$ cat src/rtl/f1_light_seq.sv
// F1 start-lights sequencer: steps an 8-lamp bar on a slow tick, freezes the
// external LFSR to pick a random hold delay, then times the player's reaction.
module f1_light_seq #(
    parameter int unsigned TIME_W = 16
) (
    input  logic              clk,
    input  logic              rst,
    input  logic              tick,
    input  logic              trigger,
    input  logic              react,
    input  logic [3:0]        lfsr_data,
    output logic              lfsr_en,
    output logic [7:0]        lights,
    output logic [TIME_W-1:0] rtime,
    output logic              rtime_valid,
    output logic              jump_start
);

    typedef enum logic [1:0] {StIdle, StSeq, StHold, StReact} state_e;

    state_e            state;
    logic              trig_q;
    logic [3:0]        delay;
    logic [TIME_W-1:0] rcount;
    logic              start;

    assign start = trigger & ~trig_q;

    // LFSR free-runs while the bar builds up and is frozen once the delay is taken.
    always_comb begin
        lfsr_en = (state == StIdle) || (state == StSeq);
    end

    // Main sequencer: priority react > tick > trigger inside each state.
    always_ff @(posedge clk) begin
        if (rst) begin
            state       <= StIdle;
            trig_q      <= 1'b0;
            lights      <= 8'h00;
            delay       <= 4'd0;
            rcount      <= '0;
            rtime       <= '0;
            rtime_valid <= 1'b0;
            jump_start  <= 1'b0;
        end else begin
            trig_q      <= trigger;
            rtime_valid <= 1'b0;
            jump_start  <= 1'b0;
            unique case (state)
                StIdle: begin
                    if (start) begin
                        lights <= 8'h01;
                        state  <= StSeq;
                    end
                end
                StSeq: begin
                    if (react) begin
                        lights     <= 8'h00;
                        jump_start <= 1'b1;
                        state      <= StIdle;
                    end else if (tick) begin
                        if (lights == 8'hFF) begin
                            // A zero LFSR value would mean no hold at all; use one tick.
                            delay <= (lfsr_data == 4'd0) ? 4'd1 : lfsr_data;
                            state <= StHold;
                        end else begin
                            lights <= {lights[6:0], 1'b1};
                        end
                    end
                end
                StHold: begin
                    if (react) begin
                        lights     <= 8'h00;
                        jump_start <= 1'b1;
                        state      <= StIdle;
                    end else if (tick) begin
                        if (delay == 4'd1) begin
                            lights <= 8'h00;
                            rcount <= '0;
                            state  <= StReact;
                        end else begin
                            delay <= delay - 4'd1;
                        end
                    end
                end
                StReact: begin
                    if (react) begin
                        rtime       <= rcount;
                        rtime_valid <= 1'b1;
                        state       <= StIdle;
                    end else if (rcount != {TIME_W{1'b1}}) begin
                        // Saturate rather than wrap so a very slow press reads as max.
                        rcount <= rcount + TIME_W'(1);
                    end
                end
                default: state <= StIdle;
            endcase
        end
    end

endmodule

$ cat config.mk
export PLATFORM = sky130hd
export DESIGN_NAME = f1_light_seq
export DESIGN_NICKNAME = d
export VERILOG_FILES = /design/src/rtl/f1_light_seq.sv
export SDC_FILE = /design/constraint.sdc
export NUM_CORES = 1
export LEC_CHECK = 0
export BUFFER_PORTS_ARGS = -buffer_cell sky130_fd_sc_hd__buf_2
export CAP_MARGIN = 20
export CORE_ASPECT_RATIO = 0.5
export CORE_UTILIZATION = 56
export CTS_CLUSTER_SIZE = 8
export DETAILED_ROUTE_END_ITERATION = 8
export PLACE_DENSITY_LB_ADDON = 0.05
export SETUP_SLACK_MARGIN = 0.3
export SLEW_MARGIN = 25
export SYNTH_ARGS = -nofsm -noshare
export SYNTH_HDL_FRONTEND = slang
export SYNTH_SLANG_ARGS = --single-unit
$ cat constraint.sdc
create_clock -name clk -period 2.2 [get_ports clk]
set_clock_uncertainty 0.05 [all_clocks]
set_input_delay 0.55 -clock clk [delete_from_list [all_inputs] [get_ports clk]]
set_output_delay 0.55 -clock clk [all_outputs]
set_load 0.03 [all_outputs]
==> impl_metrics.ini <==
[detailed_routing]
wirelength_um = 6240
dr.pass1.iters = 4
drt_iter0_drc = 115
drc_errors = 0
wire_per_inst_um = 15.7
ant_nets = 0
vias_per_cell = 5.80
vias = 2309

[sta]
worst_slack_ns = 0.228
worst_pin_slew_ns = 0.626
min_period_ns = 1.97
final-hold-violation-count = 0
relSlewSlack = 0.582
fin_tns_setup_ns = 0
hold_ws_ns = 0.404
clock.fmax_mhz = 507
fin_crit_sh = 0.896
setup_viol = 0
rsz0062_at_grt = yes
maxSlewViolCount = 0

[setup_path]
endpoint_kind = output port
critPathMaxStageDelay_ns = 0.37
crit_fanout = 5
path_buf_inv = 2
critPathTopFamily = flip-flops
crit_chain = inv_2 -> ha_4 -> or2_2 -> buf_6
critPathKind = reg -> out
crit_slowest_cell = dfxtp_4
required_ns = 1.60
crit_arrival_ns = 1.37
crit_path_start_kind = register

[global_route]
grt_use_total = 0.258
grt_max_degree = 22
grt_pass1_vias = 1889
grt_use_met2 = 0.441
grt_pass1_wl_um = 8590
grt_util_met3 = 0.0619
busiest_layer = met2
grt-ovfl-total = 0
grtUsageMet1 = 0.328
antenna_found_initial = 0

[synth]
synth_nets = 302
synth_area_um2 = 2320
ys_seq_elements = 49
yosys.area.top_type_share = 0.424
yosysWarnings = 0
synth_edf_count = 0
synth_area_leader_cell = dfxtp_1
synth_area_leaders = dfxtp_1, a21oi_1, nand2_1
syn_avg_cell_area_um2 = 8.10
syn_inst = 286
synthDistinctLibCells = 46
synthArstFlopShare = 0
yosysSeqAreaShare = 0.424
ys.flop_type = dfxtp_1

[clocking]
cts.htree.levels = 2
clockBufferDepth = 2
path_clk_slew_ns = 0.09
cts_tree = yes
cts_buffers = 5
clk_latency_ns = 0.31
root_buffer = clkbuf_8
cts.sinks = 49

[layout]
syn_to_final_growth_pct = 32.1
multi_input_area_um2 = 1430
regArea_um2 = 1000
drive_gt1_frac = 0.337
layout.nets = 359
diodes = 0
fin_util = 0.780
fillers = 267

[outcome]
status = finished clean

[flow_run]
cap_violations = 0

[floorplan]
die_w_um = 92.9
rows = 16
pin_count = 36
dieArea_um2 = 4410
start_util = 0.590
core-area_um2 = 3920
die_y_um = 47.5

[worst_hold_path]
min_path_type = reg -> reg

[power_and_ir_drop]
power_density_nw_per_um2 = 592
power_leakage_nw = 1.16
ir_drop_uv = 375

[placed_design]
dp_slack_ns = 0.115
place_congestion = 0.882
place_hpwl_um = 3580
port-buffer-count = 35
[layout make-up]
class,instances,share of cell area
clock inverter,1,0.00245
inverter,11,0.0143
tap,54,0.0221
timing repair buffer,65,0.142
sequential,49,0.327
clock buffer,7,0.0249
multi-input combinational,211,0.468
[cell usage after synthesis, types with 2 or more instances]
cell type  count
or2_2          3
a211o_1        2
or4_1          3
ha_1           7
nand3_1        9
o21ai_0        9
a211oi_1       2
and3_1         2
a2111oi_0      2
nor4_1         6
nor2b_1        4
inv_1         11
nand2_1       43
nand4_1       10
a21oi_1       35
clkbuf_1      13
nor2_1        26
dfxtp_1       49
and2_1         2
nor3_1         6
xor2_1         2
xnor2_1        8
buf_2          2
nand2b_1       8
[registers in the layout, summed over array words and instances, names as in the netlist]
| signal | flops |
|---|---|
| jump_start | 1 |
| rcount | 16 |
| rtime | 16 |
| state | 2 |
| lights | 8 |
| trig_q | 1 |
| delay | 4 |
| rtime_valid | 1 |
[cell usage in the layout, fill, tap and decap left out, drive strengths merged, types with 2 or more instances in the layout]
cell type  count
a2111oi        2
nand3          9
a211oi         3
and2           2
or2            3
clkbuf         7
xor2           2
nand2b         8
a211o          2
nor3           6
inv           11
nor4           6
dfxtp         49
and3           2
or4            3
nand4         11
o211ai         2
o21ai         10
buf           65
nor2          26
a21oi         35
nor2b          4
nand2         43
xnor2          8
ha             7
[layer usage]
layer,vias up,wire [um]
li1,1121,-
met4,0,99
met1,1080,2730
met2,95,2980
met3,13,426
met5,-,0
[worst paths after layout]
| path | cells after the start | slack (ns) | to | start |
|---|---|---|---|---|
| setup / recovery | 4 | 0.23 | lfsr_en | state[1] |
| hold / removal | 2 | 0.40 | rtime[12] | rtime[12] |
| setup reg to reg | 8 | 0.24 | state[0] | delay[1] |
| hold reg to reg | 2 | 0.40 | rtime[12] | rtime[12] |
[stage by stage]
step                      total power, W  area [um^2]  cells
after floorplan                  0.00111         2340    286
after global placement           0.00117         2610    372
after detailed placement         0.00117         2610    372
after CTS                        0.00172         2820    386
after global routing             0.00187         3060    398
final                            0.00181         3060    398
[logic make-up (layout without fill, tap and decap cells)]
logic type | Yosys count | after routing | share of synthesized area
AO/OA/AOI/OAI | 65 | 65 | 0.175
XOR/XNOR | 10 | 10 | 0.0378
adder cells (fa/ha/maj) | 7 | 7 | 0.0378
buffers and inverters | 26 | 84 | 0.0432
flip-flops | 49 | 49 | 0.424
multiplexers | 2 | 2 | 0.00918
AND/OR/NAND/NOR | 127 | 127 | 0.273
[tightest hold or removal path, delay by kind of cell (launching register included)]
kind            cells  cell delay (ns)
flops               1             0.31
compound gates      1             0.05
simple gates        1             0.05
[report_power, final]
group,switching (W),internal [W]
sequential,0.0000231,0.000903
combinational,0.000194,0.000161
clock,0.000303,0.000226
[repair_timing]
action                                  in CTS  in global routing
resized for setup                           20                 38
buffers inserted                             5                 12
hold buffers                                 0                  0
endpoints found under the setup margin      26                 30
pin swaps                                    5                 20
cloned                                       1                  0
No activity file was read; power rests on OpenSTA's default activity.
